--- config.mk ---
export PLATFORM = sky130hd
export DESIGN_NAME = cmpl_arb
export DESIGN_NICKNAME = d
export VERILOG_FILES = /design/src/rtl/cmpl_arb.sv
export SDC_FILE = /design/constraint.sdc
export NUM_CORES = 1
export LEC_CHECK = 0
export ABC_AREA = 1
export BUFFER_PORTS_ARGS = -buffer_cell sky130_fd_sc_hd__buf_2
export CAP_MARGIN = 20
export CORE_UTILIZATION = 60
export DETAILED_ROUTE_END_ITERATION = 10
export PLACE_DENSITY = 0.83
export SYNTH_ARGS = -nofsm -noshare
export SYNTH_HDL_FRONTEND = slang
export SYNTH_SLANG_ARGS = --single-unit
--- constraint.sdc ---
create_clock -name clk -period 5.3 [get_ports clk]
set_input_delay 1.06 -clock clk [delete_from_list [all_inputs] [get_ports clk]]
set_output_delay 1.06 -clock clk [all_outputs]
set_load 0.005 [all_outputs]
--- src/rtl/cmpl_arb.sv ---
// cmpl_arb -- completion arbiter feeding the ROB completion port.
//
// Merges completions from M execution units into one registered
// cmpl_vld/cmpl_id/cmpl_data stream. The ROB cannot stall, so each source
// owns a small in-order FIFO. A round-robin arbiter drains the FIFO heads at
// one completion per cycle.
//
// Ports:
//   clk, rst_n          clock (posedge) and asynchronous active-low reset
//   src_vld/id/data     per-source completion offer (slice i of each bus)
//   src_rdy             per-source accept: FIFO not full and no clear
//   clear               synchronous flush: empties FIFOs, resets pointer
//   cmpl_vld/id/data    registered completion toward the ROB
//   busy_r              registered: any FIFO non-empty or cmpl_vld set
//
// Optional feature macro: CMPL_ARB_BYPASS_EN
//   When defined and every FIFO is empty, incoming offers are arbitrated
//   directly, giving a latency of 1. The winning offer skips its FIFO.
module cmpl_arb #(
    parameter int M      = 4,
    parameter int N      = 16,
    parameter int CMPL_W = 32,
    parameter int DEPTH  = 2
) (
    input  logic                      clk,
    input  logic                      rst_n,
    input  logic [M-1:0]              src_vld,
    input  logic [M*$clog2(N)-1:0]    src_id,
    input  logic [M*CMPL_W-1:0]       src_data,
    output logic [M-1:0]              src_rdy,
    input  logic                      clear,
    output logic                      cmpl_vld,
    output logic [$clog2(N)-1:0]      cmpl_id,
    output logic [CMPL_W-1:0]         cmpl_data,
    output logic                      busy_r
);

    localparam int IW   = $clog2(N);
    localparam int PW   = $clog2(DEPTH);
    localparam int CNTW = $clog2(DEPTH + 1);
    localparam int MW   = $clog2(M);
    localparam int EW   = IW + CMPL_W;

    logic [M-1:0]    full;
    logic [M-1:0]    empty;
    logic [M-1:0]    push;
    logic [M-1:0]    pop;
    logic [M-1:0]    byp_win;
    logic [M-1:0]    cnt_nz_d;
    logic [EW-1:0]   head [M];

    logic [MW-1:0]   p_q, p_d;
    logic            cmpl_vld_q, cmpl_vld_d;
    logic [IW-1:0]   cmpl_id_q, cmpl_id_d;
    logic [CMPL_W-1:0] cmpl_data_q, cmpl_data_d;
    logic            busy_q, busy_d;

    logic [M-1:0]    cand;
    logic            use_byp;
    logic            grant_vld;
    logic [MW-1:0]   grant_idx;
    logic [IW-1:0]   sel_id;
    logic [CMPL_W-1:0] sel_data;

    // src_rdy depends only on registered occupancy and clear, never on src_vld.
    assign src_rdy = ~full & {M{~clear}};
    // A source that wins the bypass is delivered directly and must not also be queued.
    assign push    = src_vld & src_rdy & ~byp_win;

    // ---------------- per-source FIFOs ----------------
    for (genvar gi = 0; gi < M; gi++) begin : g_fifo
        logic [PW-1:0]   wptr_q, wptr_d;
        logic [PW-1:0]   rptr_q, rptr_d;
        logic [CNTW-1:0] cnt_q, cnt_d;
        logic [EW-1:0]   mem_q [DEPTH];

        assign full[gi]     = (cnt_q == CNTW'(DEPTH));
        assign empty[gi]    = (cnt_q == '0);
        assign head[gi]     = mem_q[rptr_q];
        assign cnt_nz_d[gi] = (cnt_d != '0);

        always_comb begin
            wptr_d = wptr_q;
            rptr_d = rptr_q;
            cnt_d  = cnt_q;
            if (clear) begin
                wptr_d = '0;
                rptr_d = '0;
                cnt_d  = '0;
            end else begin
                // DEPTH is a power of two, so the pointers wrap naturally.
                if (push[gi]) wptr_d = wptr_q + PW'(1);
                if (pop[gi])  rptr_d = rptr_q + PW'(1);
                case ({push[gi], pop[gi]})
                    2'b10:   cnt_d = cnt_q + CNTW'(1);
                    2'b01:   cnt_d = cnt_q - CNTW'(1);
                    default: cnt_d = cnt_q;
                endcase
            end
        end

        always_ff @(posedge clk or negedge rst_n) begin
            if (!rst_n) begin
                wptr_q <= '0;
                rptr_q <= '0;
                cnt_q  <= '0;
            end else begin
                wptr_q <= wptr_d;
                rptr_q <= rptr_d;
                cnt_q  <= cnt_d;
            end
        end

        // Storage has no reset; occupancy alone defines which entries are valid.
        always_ff @(posedge clk) begin
            if (push[gi]) mem_q[wptr_q] <= {src_id[gi*IW +: IW], src_data[gi*CMPL_W +: CMPL_W]};
        end
    end

    // ---------------- round-robin arbiter ----------------
    always_comb begin
        int idx;
        cand      = ~empty;
        use_byp   = 1'b0;
`ifdef CMPL_ARB_BYPASS_EN
        if ((&empty) && !clear) begin
            use_byp = 1'b1;
            cand    = src_vld;
        end
`endif
        grant_vld = 1'b0;
        grant_idx = '0;
        idx       = 0;
        for (int k = 0; k < M; k++) begin
            idx = int'(p_q) + k;
            if (idx >= M) idx = idx - M;
            if (!grant_vld && cand[idx]) begin
                grant_vld = 1'b1;
                grant_idx = MW'(idx);
            end
        end
        if (clear) grant_vld = 1'b0;

        pop     = '0;
        byp_win = '0;
        if (grant_vld) begin
            if (use_byp) byp_win[grant_idx] = 1'b1;
            else         pop[grant_idx]     = 1'b1;
        end

        if (use_byp) begin
            sel_id   = src_id[grant_idx*IW +: IW];
            sel_data = src_data[grant_idx*CMPL_W +: CMPL_W];
        end else begin
            sel_id   = head[grant_idx][EW-1 -: IW];
            sel_data = head[grant_idx][CMPL_W-1:0];
        end

        if (clear)          p_d = '0;
        else if (grant_vld) p_d = (grant_idx == MW'(M - 1)) ? '0 : grant_idx + MW'(1);
        else                p_d = p_q;

        cmpl_vld_d  = grant_vld;
        cmpl_id_d   = grant_vld ? sel_id   : cmpl_id_q;
        cmpl_data_d = grant_vld ? sel_data : cmpl_data_q;
        busy_d      = (|cnt_nz_d) | cmpl_vld_d;
    end

    always_ff @(posedge clk or negedge rst_n) begin
        if (!rst_n) begin
            p_q         <= '0;
            cmpl_vld_q  <= 1'b0;
            cmpl_id_q   <= '0;
            cmpl_data_q <= '0;
            busy_q      <= 1'b0;
        end else begin
            p_q         <= p_d;
            cmpl_vld_q  <= cmpl_vld_d;
            cmpl_id_q   <= cmpl_id_d;
            cmpl_data_q <= cmpl_data_d;
            busy_q      <= busy_d;
        end
    end

    assign cmpl_vld  = cmpl_vld_q;
    assign cmpl_id   = cmpl_id_q;
    assign cmpl_data = cmpl_data_q;
    assign busy_r    = busy_q;

endmodule

# == Word-level counts from Yosys, hierarchy flattened ==
# Memory sizes are Yosys's and may differ from the RTL's.
# Index checks and enable logic that the tools add are counted.
# totals
ff_bits,56
latch_bits,0
mem_bits_rw,288
rom_bits,0
out_inout_bits,42
wordCells,167
mem_count,4
# op_classes
add_sub_neg,24
n_mul,0
n_div,0
order_cmp,11
eq_ne,13
shift,0
muxes,66
bitwise,7
n_reduce_logical,25
# mem_list
name,words,word_bits,read_ports,rd_ports_with_merged_regs,wr,line_no,rtl
g_fifo[0].mem_q,2,36,1,0,1,75,logic [EW-1:0] mem_q [DEPTH];
g_fifo[1].mem_q,2,36,1,0,1,75,
g_fifo[2].mem_q,2,36,1,0,1,75,
g_fifo[3].mem_q,2,36,1,0,1,75,
# ops
op,n
"32-bit by 4-bit less-than comparator with 1-bit output, second input constant",4
32-bit 2-to-1 mux,4
36-bit binary-select mux with 2-bit select,1
36-bit 2-to-1 mux,2
1-bit 2-to-1 mux,38
2-bit nonzero test,13
2-bit 2-to-1 mux,11
"2-bit == test, second input constant",9
2-bit case mux with 2 select lines,4
"3-bit greater-or-equal comparator, second input constant",4
"3-bit by 3-bit subtractor with 4-bit output, second input constant",3
"2-bit by 1-bit adder with 2-bit output, second input constant",5
"1-bit adder, second input constant",8
4-bit AND,2
1-bit binary-select mux with 2-bit select,4
"2-bit by 1-bit == test with 1-bit output, second input constant",4
2-bit zero test,4
4-bit NOT,2
"2-bit by 1-bit subtractor with 2-bit output, second input constant",4
"2-bit by 2-bit adder with 3-bit output, second input constant",2
1-bit logical AND,4
4-bit 2-to-1 mux,1
4-bit OR reduction,1
"2-bit by 3-bit subtractor with 4-bit output, second input constant",1
9 further kinds,11

# == Logic depth before layout (Yosys ltp) ==
# depth
word_depth,26
ltp_mapped,24
ltp_nobuf,22

# == Worst setup path before layout ==
# Ideal clock, no wire load.
# synth_path
path_kind,input to register
startpoint,in clear
endpoint,mem g_fifo[0].mem_q[0][0] in the netlist's numbering (enable)
arrival_ns,2.917
t_required_ns,4.871
slack_ns,1.954
cell_stages,3
path_buffers,0
cell_sequence,a21oi_1 > nand2_1 > nor2_1
# synth_via
elab_chain_len,5
# synth_lines
element,line_no,rtl
from (decl),31,"input logic clear,"
1-bit NOT,66,assign src_rdy = ~full & {M{~clear}};
4-bit AND,66,
4-bit AND,68,assign push = src_vld & src_rdy & ~byp_win;
1-bit 2-to-1 mux,116,"if (push[gi]) mem_q[wptr_q] <= {src_id[gi*IW +: IW], src_data[gi*CMPL_W +: CMPL_W]};"
1-bit 2-to-1 mux (implied by the code),116,
to (decl),75,
# Every way passes these cells.

# == Final worst setup path ==
# layout_path
startpoint,reg p_q[0]
endpoint,reg busy_q (netlist: busy_r)
# layout_via
elab_chain_len,26
word_cells_on_any_way,70
classes_between,add/sub: 7; order compare: 6; eq/ne: 8; mux: 36; bitwise: 1; reduce/logical: 12
# layout_lines
element,line_no,rtl
from (decl),52,"logic [MW-1:0] p_q, p_d;"
from (signal assigned),177,p_q <= p_d;
branches (longest 19 deep; another with 3-bit by 3-bit subtractor with 4-bit output),n/a,
4-bit 2-to-1 mux (*),146,if (grant_vld) begin
2-bit by 1-bit == test with 1-bit output / 2-bit == test (equally long branches),94,"case ({push[gi], pop[gi]})"
2-bit case mux with 2 select lines (*),94,
2-bit 2-to-1 mux (*),86,if (clear) begin
via g_fifo[2].cnt_d[1],74,"logic [CNTW-1:0] cnt_q, cnt_d;"
2-bit nonzero test (*),80,assign cnt_nz_d[gi] = (cnt_d != '0);
4-bit OR reduction (*),166,busy_d = (|cnt_nz_d) | cmpl_vld_d;
1-bit OR (*),166,
via busy_d,56,"logic busy_q, busy_d;"
to (signal assigned),181,busy_q <= busy_d;
to (decl),56,
# Mark *: on every way through the listed nets, which the timed path passes. The select of a mux whose other input is x is not followed.
# A chain may end at the register's enable or synchronous reset.

==> flow_metrics.py <==
metrics = {
    "run_status": {
        "run_status": "finished, final reports clean",
    },
    "drt": {
        "routedWlPerCell_um": 18.6,
        "wl_met1_um": 12500,
        "top_layer_used": "met5",
        "route.met2.wl_um": 16600,
        "drt_first_pass_iters": 5,
        "viasPerCell": 5.52,
        "dr_wl_met3_um": 2630,
        "drtIter0Drc": 880,
        "vias": 9739,
        "antenna_left": 0,
        "wl_um": 32800,
        "drc": 0,
    },
    "critical_path": {
        "rrSetupSlack_ps": 1630,
        "rr_endpoint": "busy_r",
        "crit_path_max_fanout": 35,
        "reg2reg_depth": 21,
        "crit_chain": "inv_4, nand2_1, nand3_1, nand2_1, nor2_2, nand2_2, nor2_2, nor2_2, clkinv_2, ha_1, nand2_1, inv_1, ha_1, inv_1, nand2_1, nor2_1, nand2_1, nand2_1, nor2_1, nor4_1, nand3_1",
        "crit_type": "reg -> reg",
        "crit_path_end_kind": "flip-flop",
        "critical_path.slowest_cell": "dfrtp_1",
        "cp.required_ps": 5670,
        "cp_num_buf_inv": 4,
        "crit_arrival_ps": 4050,
        "critical_path.most_common_cell": "nand2_1",
        "rr_startpoint": "p_q[0]",
        "cp_top_family": "simple AND/OR/NAND/NOR gates",
        "worst_path_largest_cell_delay_ps": 540,
        "start_kind": "flip-flop",
        "crit_cells": 21,
    },
    "sta": {
        "drv_slew": 0,
        "period_minus_slack_ps": 3670,
        "fmax_mhz": 272,
        "period_share_pct": 69.3,
        "setup_viol": 0,
        "setup-tns-final_ps": 0,
        "worstMarginPinSlew_ps": 1090,
        "rsz0062_at_grt": "no",
        "hold_slack_ps": 488,
        "hold_violations": 0,
        "slew_headroom_pct": 27.6,
        "finalClockSkew_ps": 12.2,
    },
    "logic_synthesis": {
        "synth_top_cell_area_share_pct": 60.6,
        "synth-seq-cells": 344,
        "synth_area_leaders": "edfxtp_1, nand2_1, dfrtp_1",
        "netlist_area_um2": 14300,
        "yosys.area.top_type": "edfxtp_1",
        "synth_nets": 1391,
        "synth.avg_cell_area_um2": 11.5,
        "ys_types": 31,
        "syn_inst": 1235,
        "synth-seq-area-share_pct": 70.5,
        "synth_warnings": 0,
    },
    "global_routing": {
        "grt_max_degree": 70,
        "grt_pass1_wl_um": 49600,
        "grt_antenna_before_repair": 1,
        "grtUsageTotal_pct": 27.3,
        "overflow": 0,
        "grt_pass1_vias": 9451,
    },
    "die": {
        "row_count": 56,
        "dieArea_um2": 24400,
        "chipHeight_um": 156,
        "die_w_um": 156,
        "io_pins": 193,
        "core_area_um2": 23400,
        "start_util_pct": 60.9,
    },
    "cts": {
        "cts_max_path_buffers": 3,
        "numCtsBuffers": 35,
        "cts-root-buf": "clkbuf_16",
        "post-cts-setup-buffers": 0,
        "postCtsResizedCells": 0,
        "cts_tree": "yes",
        "cts_hold_buf": 0,
        "clkLatencyLatePin_ps": 510,
        "clkSlewWorstSetupHoldPaths_ps": 60,
        "htreeDepth": 2,
        "cts_sinks": 344,
    },
    "final_layout": {
        "fillCellCount": 1639,
        "final_layout_size_suffix_gt1_share_pct": 19.4,
        "fin_util_pct": 71.4,
        "syn2layout_area_growth_pct": 17.2,
        "fin_area_um2": 16700,
        "antennaDiodeCount": 0,
        "layout_commonest_cell": "nand2_1",
        "final_nets": 1576,
        "layout_common_cells": "nand2_1, edfxtp_1, buf_2",
        "finalNonFillerCells": 1764,
    },
    "power": {
        "switching_share_pct": 41.1,
        "switchingPower_w": 0.00419,
        "seqPwrFrac_pct": 35.1,
        "p_leak_nw": 6.99,
        "pwr-share-comb_pct": 41.8,
        "ir_drop_v": 0.000527,
        "intPower_w": 0.00599,
        "clkPwrFrac_pct": 23.1,
        "power_density_nw_per_um2": 609,
    },
    "place": {
        "placedCellCount": 1695,
        "globalplace.congestion": 0.925,
        "place_area_um2": 15500,
        "dp_hpwl_um": 21100,
        "port_buffers": 192,
    },
    "min_path": {
        "holdCritStartpoint": "cmpl_data[24]",
        "worst_hold_path_type": "reg -> reg",
        "min_path_cells": 2,
        "min_to": "cmpl_data[24]",
    },
    "job": {
        "maxCapViolations": 0,
    },
}
==> synthesized netlist by cell type (all sizes together) <==
cell	count
nor3	1
nand3	124
o21ai	19
clkbuf	20
mux2i	72
dfrtp	56
inv	23
o22ai	1
nand2	533
nor2	33
a21oi	9
ha	5
nor4	2
xor2	1
clkinv	1
buf	41
nand4	4
edfxtp	288
xnor2	1
a211oi	1
==> worst max path at each step <==
stage / from / endpoint / slack [ps]
floorplan: clear / g_fifo[0].mem_q[0][0] / 1950
global placement: clear / busy_r / 940
detailed placement: clear / busy_r / 870
CTS: g_fifo[2].cnt_q[0] / busy_r / 960
global route: p_q[0] / busy_r / 1150
finish: p_q[0] / busy_r / 1630
==> per-stage QoR <==
step           power (W)  setup WS (ps)
6_report          0.0102           1630
5_1_grt           0.0108           1150
4_1_cts           0.0102            956
3_5_place_dp     0.00781            867
3_3_place_gp     0.00769            944
2_1_floorplan    0.00661           1950
==> tightest hold or removal path: cells and delay by family, from the launching register on <==
kind          cells  cell delay (ps)
simple gates      2              110
flops             1              340
==> layer usage <==
layer | track usage [%] | up-vias
met5 | 0 | -
met2 | 47.6 | 465
met4 | 9.43 | 2
met1 | 34.8 | 4619
met3 | 4.50 | 73
li1 | - | 4580
==> final cells by class <==
type                       instances  area [um2]  area share (%)
tap                              319         399            2.39
clock buffer                      51         988            5.91
timing repair buffer             209        1220            7.28
inverter                          24        93.8           0.562
clock inverter                    11         103           0.614
multi-input combinational        806        3860            23.1
sequential                       344       10100            60.2
==> state kept, by name, indices dropped and copies added (netlist names) <==
name and cells:
g_fifo.wptr_q 4, g_fifo.rptr_q 4, g_fifo.mem_q 288, cmpl_data 32, busy_r 1, p_q 2
cmpl_id 4, cmpl_vld 1, g_fifo.cnt_q 8
==> cell families (layout without fill, tap and decap cells) <==
logic type	count (synthesis)	in the layout	synth area share, %
compound gates	30	30	1.18
xor+xnor	2	2	0.123
fa+ha+maj	5	5	0.439
buf+inv	85	295	2.92
flops	344	344	70.5
mux	72	72	5.05
simple gates	697	697	19.8
==> power groups by stage <==
stage / logic (W) / clock network [W] / registers [W]
2_1_floorplan: 0.00307 / 0 / 0.00354
3_3_place_gp: 0.00406 / 0 / 0.00363
3_5_place_dp: 0.00417 / 0 / 0.00364
4_1_cts: 0.00419 / 0.00239 / 0.00359
5_1_grt: 0.00474 / 0.00249 / 0.00360
6_report: 0.00425 / 0.00235 / 0.00358
Note: power is estimated with default switching activity, not from simulation.
